==> src/rtl/data_memory.sv <==
// 256 x 8 byte-addressable data memory: combinational read, synchronous write.
// mem_core is left as a plain array so benches can preload and inspect it hierarchically.
module data_memory #(
    parameter int W             = 8,
    parameter int A             = 8,
    parameter bit INIT_ON_RESET = 1'b0
) (
    input  logic         clk,
    input  logic         reset = 1'b0,
    input  logic         ReadMem,
    input  logic         WriteMem,
    input  logic [A-1:0] DataAddress,
    input  logic [W-1:0] DataIn,
    output logic [W-1:0] DataOut
);

    logic [W-1:0] mem_core [0:2**A-1];

    // Read is a pure mux: it follows address and array changes with no clock, no bypass.
    always_comb begin
        DataOut = '0;
        if (ReadMem) begin
            DataOut = mem_core[DataAddress];
        end
    end

    // NOTE: array state uses <= so a same-edge read sees the old byte, never the new one.
    always_ff @(posedge clk) begin
        if (reset) begin
            // NOTE: clearing the array is optional; by default reset keeps preloaded contents.
            if (INIT_ON_RESET) begin
                for (int i = 0; i < 2**A; i++) begin
                    mem_core[i] <= '0;
                end
            end
        end else if (WriteMem) begin
            mem_core[DataAddress] <= DataIn;
        end
    end

endmodule

==> config.mk <==
export PLATFORM = sky130hd
export DESIGN_NAME = data_memory
export DESIGN_NICKNAME = d
export VERILOG_FILES = /design/src/rtl/data_memory.sv
export SDC_FILE = /design/constraint.sdc
export NUM_CORES = 2
export LEC_CHECK = 0
export ABC_AREA = 1
export BUFFER_PORTS_ARGS = -buffer_cell sky130_fd_sc_hd__buf_2
export CAP_MARGIN = 20
export CORE_MARGIN = 4
export CORE_UTILIZATION = 45
export CTS_CLUSTER_DIAMETER = 50
export DETAILED_ROUTE_END_ITERATION = 6
export PLACE_DENSITY = 0.71
export SLEW_MARGIN = 15
export SYNTH_ARGS = -nofsm -noshare
export SYNTH_HDL_FRONTEND = slang
export SYNTH_SLANG_ARGS = --single-unit
==> constraint.sdc <==
create_clock -name clk -period 3.8 [get_ports clk]
set_input_delay 0.57 -clock clk [delete_from_list [all_inputs] [get_ports clk]]
set_output_delay 0.57 -clock clk [all_outputs]
set_load 0.05 [all_outputs]
# Word-level counts from Yosys, hierarchy flattened
# Memories as Yosys holds them, arrays and structs flattened.
# Cells that the tools add are included.
[totals] latch_bits=0 wordCells=5 memories=1 ff_bits=0 out_inout_bits=8 ram_bits=2048 input_bits=20 mem_bits_ro=0
[op_classes] order_cmp=0 n_div=0 mux=4 bitwise=0 n_shift=0 n_eq_ne=0 reduce_logical=0 multipliers=0 n_addsub=0
[mem_list] memory="mem_core" depth=256 word_bits=8 rd=1 rd_ports_with_merged_regs=0 wr=1 line_no="17" text="logic [W-1:0] mem_core [0:2**A-1];"
[op_table] operator="8-bit two-way mux" n=1
[op_table] operator="1-bit two-way mux" n=3

# Depth between registers and ports, before layout
[logic_depth] word_depth=3 ltp_mapped=18 mapped_depth_nobuf=15

# Worst setup path before layout
# OpenSTA, ideal clock, no wires.
[synth_timing] kind="input to output" start="in DataAddress[1]" end="out DataOut[1]" slack_ns=0.841 t_required_ns=3.230 stages=15 path_buffers=2 arrival_ns=2.389 cell_sequence="inv_2 buf_1 clkbuf_1 nand2_1 nand2_1 nand2_1 nand2_1 nor2_1 nor2_1 nor2_1 nand2_1 nand2_1 nand2_1 nor2_1 nor2_1"
[synth_between] elab_chain_cells=2
[synth_lines] element="from (decl)" line_no="12" text="input logic [A-1:0] DataAddress,"
[synth_lines] element="memory read 256 x 8 bit"
[synth_lines] element="8-bit two-way mux" line_no="22" text="if (ReadMem) begin"
[synth_lines] element="to (decl)" line_no="14" text="output logic [W-1:0] DataOut"
# Every way passes these cells.

# Final worst setup path
[layout_timing] start="in DataAddress[0]" end="out DataOut[5]"
# The elaborated chain is that of the path after synthesis.

==> flow_summary.html <==
<table>
<tr><th>Metric</th><th>Value</th></tr>
<tr><th colspan="2">Timing</th></tr>
<tr><td>Share of the clock period used by the worst path after layout</td><td>98.8%</td></tr>
<tr><td>Final worst setup slack</td><td>0.0464 ns</td></tr>
<tr><td>Fmax</td><td>266 MHz</td></tr>
<tr><td>Final hold violations</td><td>0</td></tr>
<tr><td>Max Slew Vio Count</td><td>0</td></tr>
<tr><td>Endpoints failing setup</td><td>0</td></tr>
<tr><td>Relative max-transition margin</td><td>29.5%</td></tr>
<tr><td>Actual slew at the worst max-slew pin</td><td>1.06 ns</td></tr>
<tr><td>Final worst hold slack</td><td>0.232 ns</td></tr>
<tr><td>Final period demand of the worst path</td><td>3.75 ns</td></tr>
<tr><th colspan="2">Cells and area</th></tr>
<tr><td>Final core utilization</td><td>51.5%</td></tr>
<tr><td>Max reg flops</td><td>2048</td></tr>
<tr><td>Cell area after layout</td><td>97200 um2</td></tr>
<tr><td>Layout cell share with drive strength beyond 1</td><td>8.01%</td></tr>
<tr><td>Top flop regs</td><td>mem_core (2048)</td></tr>
<tr><td>Area grow syn2layout</td><td>13.4%</td></tr>
<tr><td>Largest Register</td><td>mem_core</td></tr>
<tr><td># nets final</td><td>8276</td></tr>
<tr><th colspan="2">Setup path</th></tr>
<tr><td>Critical path start-end classification</td><td>input pin to output port</td></tr>
<tr><td>Cell repeated most along the worst path</td><td>nand2_1</td></tr>
<tr><td>Slowest library cell on the worst path</td><td>nor2_1</td></tr>
<tr><td>Critical path endpoint category</td><td>output port</td></tr>
<tr><td>Data arrival time of the worst path</td><td>3.18 ns</td></tr>
<tr><td>Stage delay of the slowest cell on the critical path</td><td>0.22 ns</td></tr>
<tr><td>Required time of the critical path</td><td>3.23 ns</td></tr>
<tr><td>Highest fanout seen on the critical path</td><td>23</td></tr>
<tr><td>Worst path depth</td><td>20</td></tr>
<tr><td>Delay-heaviest family, CP</td><td>buffers and inverters</td></tr>
<tr><td>Ordered list of cells on the worst path</td><td>buf_12 &gt; inv_12 &gt; buf_12 &gt; buf_12 &gt; nand3_1 &gt; nand4_1 &gt; nand2_1 &gt; nand2_1 &gt; nor2_1 &gt; buf_4 &gt; nor2_1 &gt; nor2_1 &gt; buf_4 &gt; nand2_1 &gt; nand2_1 &gt; nand2_1 &gt; nor2_2 &gt; buf_4 &gt; nor2_1 &gt; buf_12</td></tr>
<tr><td>CP bufs+invs</td><td>8</td></tr>
<tr><td>Critical path launch point type</td><td>input pin</td></tr>
<tr><th colspan="2">Yosys</th></tr>
<tr><td>Post-synthesis instance area</td><td>85700 um2</td></tr>
<tr><td>Total number of yosys warnings</td><td>0</td></tr>
<tr><td>Synthesized area per cell</td><td>10.5 um2</td></tr>
<tr><td>Yosys reg bits</td><td>2048</td></tr>
<tr><td>Synthesized netlist cell count</td><td>8181</td></tr>
<tr><td>Synthesized netlist net count</td><td>8201</td></tr>
<tr><td>Sequential share of the synthesized area</td><td>71.8%</td></tr>
<tr><td>Library cells used by synthesis</td><td>16</td></tr>
<tr><th colspan="2">Global route</th></tr>
<tr><td>Initial antenna violation count</td><td>6</td></tr>
<tr><td>Global-route wire length before repair</td><td>347000 um</td></tr>
<tr><td>Remaining global-route overflow</td><td>0</td></tr>
<tr><td>Total routing resource utilization after global routing</td><td>22.9%</td></tr>
<tr><td>Largest net degree at the start of global routing</td><td>112</td></tr>
<tr><td>Number of global-route vias before repair</td><td>56804</td></tr>
<tr><th colspan="2">Place</th></tr>
<tr><td>Routability congestion estimate from global placement</td><td>0.932</td></tr>
<tr><td>HPWL after detailed placement</td><td>139000 um</td></tr>
<tr><td>Number of input and output port buffers inserted</td><td>27</td></tr>
<tr><td>Setup slack after placement</td><td>-0.211 ns</td></tr>
<tr><td>Area after DPL</td><td>90200 um2</td></tr>
<tr><th colspan="2">Power</th></tr>
<tr><td>Power density over the cells</td><td>493 nW/um2</td></tr>
<tr><td>Largest vdd supply drop</td><td>400 uV</td></tr>
<tr><td>Final total power</td><td>47.9 mW</td></tr>
<tr><td>Leakage component of the power</td><td>38.3 nW</td></tr>
<tr><th colspan="2">Job</th></tr>
<tr><td>Max-Cap Viols</td><td>0</td></tr>
<tr><th colspan="2">Hold path</th></tr>
<tr><td>Hold path startpoint</td><td>DataIn[3]</td></tr>
<tr><td>Endpoint, Worst Hold</td><td>mem_core[179][3]</td></tr>
<tr><td>Count of cells along the worst hold path</td><td>1</td></tr>
<tr><td>Type of the worst min-delay path</td><td>input pin to flip-flop</td></tr>
<tr><th colspan="2">Drt</th></tr>
<tr><td>Via count</td><td>58855</td></tr>
<tr><td>Number of remaining DRC errors</td><td>2</td></tr>
<tr><td>Ratio of routed vias to standard cells</td><td>5.39</td></tr>
<tr><td>Violation count after the first detailed-route iteration</td><td>7773</td></tr>
<tr><td>Mean routed wirelength per cell</td><td>21.2 um</td></tr>
<tr><td>Number of nets with antenna violations after detailed routing</td><td>0</td></tr>
<tr><td>Detailed-routing iteration count for the pre-antenna-repair pass</td><td>7</td></tr>
<tr><td>Wire length reported by the detailed router</td><td>231000 um</td></tr>
<tr><th colspan="2">Die</th></tr>
<tr><td>Row cnt</td><td>159</td></tr>
<tr><td>Die boundary height</td><td>444 um</td></tr>
<tr><td>Boundary Pins</td><td>28</td></tr>
<tr><td>Die footprint</td><td>197000 um2</td></tr>
<tr><td>Floorplan core area</td><td>189000 um2</td></tr>
<tr><td>Die outline width</td><td>444 um</td></tr>
<tr><td>Initial Utilization</td><td>45.4%</td></tr>
<tr><th colspan="2">Run status</th></tr>
<tr><td>Failing checks</td><td>design-rule violations</td></tr>
<tr><td>Status</td><td>finished with violations</td></tr>
<tr><th colspan="2">CTS</th></tr>
<tr><td>Number of CTS-inserted buffers</td><td>209</td></tr>
<tr><td>CTS Root Buffer Type</td><td>clkbuf_16</td></tr>
<tr><td>CTS clock-pin slew for the worst setup and hold paths</td><td>0.06 ns</td></tr>
<tr><td>CTS max path bufs</td><td>3</td></tr>
<tr><td>TritonCTS clock tree</td><td>yes</td></tr>
<tr><td>H-tree lvl count</td><td>4</td></tr>
<tr><td>TritonCTS sink count</td><td>2048</td></tr>
</table>
## layout by cell type, fill, tap and decap left out, types with 7 or more instances in the layout
master      count
buf_4         192
nand2_2        16
clkinv_2       23
buf_16          7
inv_1          12
edfxtp_1     2048
clkbuf_1       47
buf_2           9
buf_12         90
clkinv_1       47
buf_8          10
bufinv_16      12
nor2_4         10
clkinvlp_4     10
nand3_1       376
nand4_1        56
nor2_2         43
clkbuf_16     214
nand2_1      4613
nor2_1        548
## Yosys cell counts
cell      instances  area, um2
nor2_4            1       11.3
inv_2             2       7.51
edfxtp_1       2048      61500
nand3_1         376       1880
buf_4            15        113
buf_6            11        124
buf_2           288       1440
inv_1            12       45.0
buf_1            26       97.6
nand2_1        4629      17400
nor2_1          600       2250
nor3_2            4       40.0
clkinv_1          2       7.51
clkbuf_1        110        413
nand4_1          56        350
clkbuf_4          1       7.51
## cell families after synthesis
family / share of synthesized area, %
buffers and inverters: 2.63
and+or+nand+nor: 25.6
DFF: 71.8
## repair_timing
action / in CTS / in global routing
cloned: 0 / 4
gates resized for setup: 22 / 52
hold buffers: 0 / 0
setup buffers: 0 / 2
pin swaps: 0 / 1
endpoints found under the setup margin: 6 / 8
## worst max path at each step
stage,from,end,slack (ns)
6_report,DataAddress[0],DataOut[5],0.05
5_1_grt,mem_core[23][2],DataOut[2],-0.004
3_3_place_gp,DataAddress[0],DataOut[1],-0.25
2_1_floorplan,DataAddress[1],DataOut[1],0.84
4_1_cts,DataAddress[0],DataOut[3],0.002
3_5_place_dp,DataAddress[0],DataOut[1],-0.21
## metrics by stage
stage,std cells,TNS (ns)
4_1_cts,10911,0
3_5_place_dp,10534,-0.683
2_1_floorplan,8181,0
3_3_place_gp,10534,-0.767
6_report,10921,0
5_1_grt,10920,-0.00389
## layout make-up
class / count / area, um2
Fill cell: 15984 / 91400
Sequential cell: 2048 / 61500
Multi-Input combinational cell: 5666 / 22100
Clock buffer: 257 / 5430
Timing Repair Buffer: 315 / 3770
Tap cell: 2495 / 3120
Clock inverter: 120 / 1130
Inverter: 16 / 85.1
Antenna cell: 4 / 10.0
## per-layer routing
metal / global-route usage [%] / vias to the layer above / routed length, um
li1: - / 27089 / -
met1: 30.8 / 28151 / 90000
met2: 36.3 / 3066 / 107000
met3: 4.40 / 549 / 23500
met4: 10.3 / 0 / 10800
met5: 0 / - / 0
## power by group
group	total, mW	switching, mW	internal (mW)
Clock	19.8	8.77	11.0
Sequential	24.9	0.00611	24.9
Combinational	3.21	2.33	0.877
(Power assumes the default switching activity.)
